$ cat config.mk
export PLATFORM = sky130hd
export DESIGN_NAME = clock_set_ctrl
export DESIGN_NICKNAME = d
export VERILOG_FILES = /design/src/rtl/clock_set_ctrl.sv
export SDC_FILE = /design/constraint.sdc
export NUM_CORES = 1
export LEC_CHECK = 0
export ABC_AREA = 1
export BUFFER_PORTS_ARGS = -buffer_cell sky130_fd_sc_hd__buf_2
export CORE_MARGIN = 1.5
export CORE_UTILIZATION = 25
export CTS_BUF_LIST = sky130_fd_sc_hd__clkbuf_4 sky130_fd_sc_hd__clkbuf_8
export DETAILED_ROUTE_END_ITERATION = 8
export PLACE_DENSITY = 0.45
export SLEW_MARGIN = 20
export SYNTH_ARGS = -nofsm -noshare
export SYNTH_HDL_FRONTEND = slang
export SYNTH_SLANG_ARGS = --single-unit
$ cat constraint.sdc
create_clock -name Clk_1sec -period 2.1 [get_ports Clk_1sec]
set_clock_uncertainty 0.05 [all_clocks]
set_input_delay 0.63 -clock Clk_1sec [delete_from_list [all_inputs] [get_ports Clk_1sec]]
set_output_delay 0.63 -clock Clk_1sec [all_outputs]
set_load 0.01 [all_outputs]
$ cat src/rtl/clock_set_ctrl.sv
// clock_set_ctrl: button-driven time-setting controller for a 1 Hz clock counter.
//
// A mode press captures the live time and steps through hours, minutes and
// seconds editing. A final mode press commits the edited time with a
// one-cycle setmode strobe. If no button is pressed for TIMEOUT cycles, the
// edit is abandoned without a strobe.
//
// Ports:
//   Clk_1sec     in   sole clock, rising edge
//   reset        in   asynchronous, active-high
//   btn_mode     in   mode button level (synchronous)
//   btn_inc      in   increment button level (synchronous)
//   btn_dec      in   decrement button level (synchronous)
//   cur_hours    in   [5:0] live hours
//   cur_minutes  in   [6:0] live minutes
//   cur_seconds  in   [6:0] live seconds
//   setmode      out  one-cycle load strobe
//   set_hours    out  [5:0] hours to load
//   set_minutes  out  [6:0] minutes to load
//   set_seconds  out  [6:0] seconds to load
//   field_sel    out  [1:0] 0 none, 1 hours, 2 minutes, 3 seconds
//   blink        out  blink enable for the selected field
module clock_set_ctrl #(
    parameter int unsigned TIMEOUT = 30
) (
    input  logic       Clk_1sec,
    input  logic       reset,
    input  logic       btn_mode,
    input  logic       btn_inc,
    input  logic       btn_dec,
    input  logic [5:0] cur_hours,
    input  logic [6:0] cur_minutes,
    input  logic [6:0] cur_seconds,
    output logic       setmode,
    output logic [5:0] set_hours,
    output logic [6:0] set_minutes,
    output logic [6:0] set_seconds,
    output logic [1:0] field_sel,
    output logic       blink
);

    localparam int unsigned CntW = (TIMEOUT > 1) ? $clog2(TIMEOUT) : 1;

    typedef enum logic [2:0] {StIdle, StSetHr, StSetMin, StSetSec, StCommit} state_e;

    state_e          state_q, state_d;
    logic [5:0]      hr_q, hr_d;
    logic [6:0]      min_q, min_d;
    logic [6:0]      sec_q, sec_d;
    logic [CntW-1:0] cnt_q, cnt_d;
    logic            mode_prev_q, inc_prev_q, dec_prev_q;
    logic            setmode_q, setmode_d;
    logic [1:0]      fsel_q, fsel_d;
    logic            blink_q, blink_d;

    logic mode_press, inc_press, dec_press, any_press, step_up, step_dn;

    // Previous-level registers clear to 0 on reset, so a button held through
    // reset release is seen as one fresh press.
    assign mode_press = btn_mode & ~mode_prev_q;
    assign inc_press  = btn_inc & ~inc_prev_q;
    assign dec_press  = btn_dec & ~dec_prev_q;
    assign any_press  = mode_press | inc_press | dec_press;
    // Simultaneous inc+dec cancels; a mode press swallows both.
    assign step_up    = ~mode_press & inc_press & ~dec_press;
    assign step_dn    = ~mode_press & dec_press & ~inc_press;

    always_comb begin
        state_d = state_q;
        hr_d    = hr_q;
        min_d   = min_q;
        sec_d   = sec_q;
        cnt_d   = cnt_q;
        unique case (state_q)
            StIdle: begin
                if (mode_press) begin
                    state_d = StSetHr;
                    hr_d    = (cur_hours > 6'd23) ? 6'd0 : cur_hours;
                    min_d   = (cur_minutes > 7'd59) ? 7'd0 : cur_minutes;
                    sec_d   = (cur_seconds > 7'd59) ? 7'd0 : cur_seconds;
                    cnt_d   = '0;
                end
            end
            StSetHr, StSetMin, StSetSec: begin
                if (any_press) begin
                    cnt_d = '0;
                end else if (cnt_q == CntW'(TIMEOUT - 1)) begin
                    state_d = StIdle;
                    cnt_d   = '0;
                end else begin
                    cnt_d = cnt_q + CntW'(1);
                end
                if (mode_press) begin
                    unique case (state_q)
                        StSetHr:  state_d = StSetMin;
                        StSetMin: state_d = StSetSec;
                        default:  state_d = StCommit;
                    endcase
                end
                if (state_q == StSetHr) begin
                    if (step_up) hr_d = (hr_q == 6'd23) ? 6'd0 : hr_q + 6'd1;
                    if (step_dn) hr_d = (hr_q == 6'd0) ? 6'd23 : hr_q - 6'd1;
                end
                if (state_q == StSetMin) begin
                    if (step_up) min_d = (min_q == 7'd59) ? 7'd0 : min_q + 7'd1;
                    if (step_dn) min_d = (min_q == 7'd0) ? 7'd59 : min_q - 7'd1;
                end
                if (state_q == StSetSec) begin
                    if (step_up) sec_d = (sec_q == 7'd59) ? 7'd0 : sec_q + 7'd1;
                    if (step_dn) sec_d = (sec_q == 7'd0) ? 7'd59 : sec_q - 7'd1;
                end
            end
            StCommit: state_d = StIdle;
            default:  state_d = StIdle;
        endcase
    end

    // Status outputs are registered from the next state so they line up with
    // the state register.
    always_comb begin
        setmode_d = 1'b0;
        fsel_d    = 2'd0;
        blink_d   = 1'b0;
        unique case (state_d)
            StSetHr:  fsel_d = 2'd1;
            StSetMin: fsel_d = 2'd2;
            StSetSec: fsel_d = 2'd3;
            StCommit: setmode_d = 1'b1;
            default:  fsel_d = 2'd0;
        endcase
        if (fsel_d != 2'd0) blink_d = ~blink_q;
    end

    always_ff @(posedge Clk_1sec or posedge reset) begin
        if (reset) begin
            state_q     <= StIdle;
            hr_q        <= '0;
            min_q       <= '0;
            sec_q       <= '0;
            cnt_q       <= '0;
            mode_prev_q <= 1'b0;
            inc_prev_q  <= 1'b0;
            dec_prev_q  <= 1'b0;
            setmode_q   <= 1'b0;
            fsel_q      <= 2'd0;
            blink_q     <= 1'b0;
        end else begin
            state_q     <= state_d;
            hr_q        <= hr_d;
            min_q       <= min_d;
            sec_q       <= sec_d;
            cnt_q       <= cnt_d;
            mode_prev_q <= btn_mode;
            inc_prev_q  <= btn_inc;
            dec_prev_q  <= btn_dec;
            setmode_q   <= setmode_d;
            fsel_q      <= fsel_d;
            blink_q     <= blink_d;
        end
    end

    assign setmode     = setmode_q;
    assign set_hours   = hr_q;
    assign set_minutes = min_q;
    assign set_seconds = sec_q;
    assign field_sel   = fsel_q;
    assign blink       = blink_q;

endmodule

==> impl_metrics.ini <==
[run_status]
status = complete, no violations

[power_and_ir_drop]
power_density_nw_per_um2 = 1242
leakage_nw = 1.691
ir_worst_vdd_uv = 346.4

[clocking]
clk_pin_slew_ns = 0.08
root_buffer = clkbuf_8
insertion_delay_ns = 0.29
cts_num_sinks = 35
ctsResizeCount = 0
htreeDepth = 2
ctsLongestPathBuffers = 2
cts_tree = yes
postCtsSetupRepairBufs = 0
postCtsHoldBufs = 0
cts-buffers-inserted = 5

[yosys]
syn_nets = 439
synth_area_sq_um = 2669
synth_area_per_cell_sq_um = 6.590
synthCells = 405
yosysWarnings = 0
synth_ff_type = dfrtp_1
netlist_top_cells_area = dfrtp_1 (33%), nand2_1 (17%), nand3_1 (8.6%)
synth_top_area_cell = dfrtp_1
ys_ff_latch = 35
synthArstFlopShare_pct = 100.0
synth.top_cell.area_share_pct = 32.82
synth_edf_count = 0
yosysSeqAreaShare_pct = 32.82
ys_types = 33

[detailed_routing]
wl_met1_um = 3485
vias_per_cell = 4.470
met3_length_um = 236
route.detailed.drc = 0
wl_um = 7072
vias = 2655
dr_wl_met2_um = 3282
dr.first_iter.drc_count = 82
first_pass_iters = 4
ant_nets = 0
wl_per_cell_um = 11.91
top_layer = met4

[floorplan]
start_util_pct = 25.85
ios = 49
die_area_sq_um = 11300
core_area_sq_um = 10320
die_y_um = 106.3
die_x_um = 106.3
placementRows = 37

[sta]
tightest_slew_ns = 0.4830
clock.fmax_ghz = 0.5638
finalHoldViolCount = 0
setup_tns_ns = 0
rsz0062_at_grt = no
period_share_pct = 84.46
setup_violations = 0
maxSlewViolCount = 0
hold_ws_ns = 0.3631
maxSlewHeadroom_pct = 67.80
min_period_ns = 1.774

[global_routing]
antenna_found_initial = 0
grt.total_usage_pct = 13.21
grt_pass1_vias = 2545
grt_overflow = 0
grt_first_pass_wirelength_um = 12080
grt_max_degree = 36

[worst_setup_path]
path_class = flip-flop to flip-flop
required_ns = 2.24
rr_worst_depth = 11
cp_max_fo = 6
start_kind = flip-flop
cp-end-kind = flip-flop
r2r_slack_ns = 0.33
cp_data_arrival_time_ns = 1.91
rr_endpoint = set_minutes[2]
r2r_start = set_minutes[0]

[layout]
layout-drive-gt1-share_pct = 17.47
antenna_cells = 0
areaGrowthSynthToFinish_pct = 19.27
finalNetCount = 492
final.fill_count = 1152
design_area_sq_um = 3183

[place]
numPortBuffers = 48
gp_congestion = 0.8407
hpwl_um = 5523
place_area_sq_um = 3095

[worst_hold_path]
hp-class = flip-flop to flip-flop
min_to = blink
hold_path_depth = 1
hold_start = blink

[job]
maxCapViolCount = 0
==> worst max path at each step <==
| stage | from | endpoint | slack (ns) | cells after the start |
|---|---|---|---|---|
| 6_report | set_minutes[0] | set_minutes[2] | 0.33 | 11 |
| 5_1_grt | state_q[2] | set_seconds[2] | 0.13 | 9 |
| 4_1_cts | set_minutes[0] | set_minutes[2] | 0.33 | 11 |
| 3_5_place_dp | btn_mode | set_seconds[4] | 0.14 | 10 |
| 3_3_place_gp | btn_mode | set_seconds[4] | 0.16 | 10 |
| 2_1_floorplan | btn_mode | set_seconds[5] | 0.43 | 9 |
==> registers in the layout (all words and copies together), names as in the netlist <==
register,flops
dec_prev_q,1
set_hours,6
state_q,3
mode_prev_q,1
set_seconds,7
inc_prev_q,1
setmode,1
set_minutes,7
blink,1
cnt_q,5
field_sel,2
==> layer usage <==
layer	GRT usage, %	up-vias
met5	0	-
met4	3.571	0
met3	2.207	8
met2	21.94	42
met1	17.64	1208
li1	-	1397
==> power by group <==
group,switching (W),internal [W]
clock,0.000248,0.000258
sequential,0.000335,0.000891
combinational,0.00139,0.000834
total,0.00197,0.00198
==> through the flow <==
stage          util (%)  power (W)  std cells  setup slack, ns
3_5_place_dp      29.98   0.003483        587           0.1439
6_report          30.83   0.003952        594           0.3263
5_1_grt           30.83   0.004428        594           0.1300
4_1_cts           30.83   0.004008        594           0.3256
3_3_place_gp      29.98   0.003482        587           0.1554
2_1_floorplan         -   0.002819        405           0.4282
==> cell usage after synthesis (2+ instances only) <==
library cell / n
nor4_1: 2
o21ai_0: 23
xnor2_1: 4
nand4_1: 6
a21oi_1: 13
inv_1: 49
ha_1: 9
nand3_1: 46
dfrtp_1: 35
nor2_1: 32
o22ai_1: 2
nor3_1: 6
buf_4: 2
inv_2: 7
nand2_1: 124
xor2_1: 13
a21boi_1: 3
buf_2: 5
nand3_2: 4
o21ai_1: 4
clkbuf_1: 4
==> area by class of cell <==
class                   count  area [sq um]  share of cell area, %
flip-flops and latches     35         875.8                  27.52
multi-input cells         301          1520                  47.76
clock buffers               6         82.58                  2.594
well taps                 136         170.2                  5.346
clock inverters             1         5.005                 0.1572
repair buffers             58         315.3                  9.906
inverters                  57         214.0                  6.722
==> critical path, stage by stage (launching register included) <==
cell and delay [ns]:
dfrtp_1 0.43, inv_1 0.19, ha_1 0.24, nand2_1 0.08, nor2_1 0.21, nand2_1 0.13, nand3_1 0.09, nand2_1 0.05
nand2_1 0.07, nand2_1 0.05, nand2_1 0.05, nand2_1 0.05
==> cell families after synthesis <==
logic type	count (synthesis)	share of synthesized area [%]
AOI/OAI and AO/OA	52	11.35
DFF	35	32.82
and+or+nand+nor	223	35.82
adders and majority gates	9	4.219
xor gates and xnor gates	17	5.579
buffers and inverters	69	10.22
==> placed cells by master, fill, tap and decap left out, drive strengths merged <==
master / count
a21boi: 4
a21o: 1
a21oi: 13
a31oi: 2
buf: 58
clkbuf: 6
clkinv: 2
dfrtp: 35
ha: 9
inv: 56
nand2: 125
nand3: 50
nand3b: 1
nand4: 6
nor2: 33
nor3: 6
nor4: 2
o2111ai: 1
o21ai: 28
o21bai: 1
o22ai: 2
xnor2: 4
xor2: 13
No activity file was read; power rests on OpenSTA's default activity.
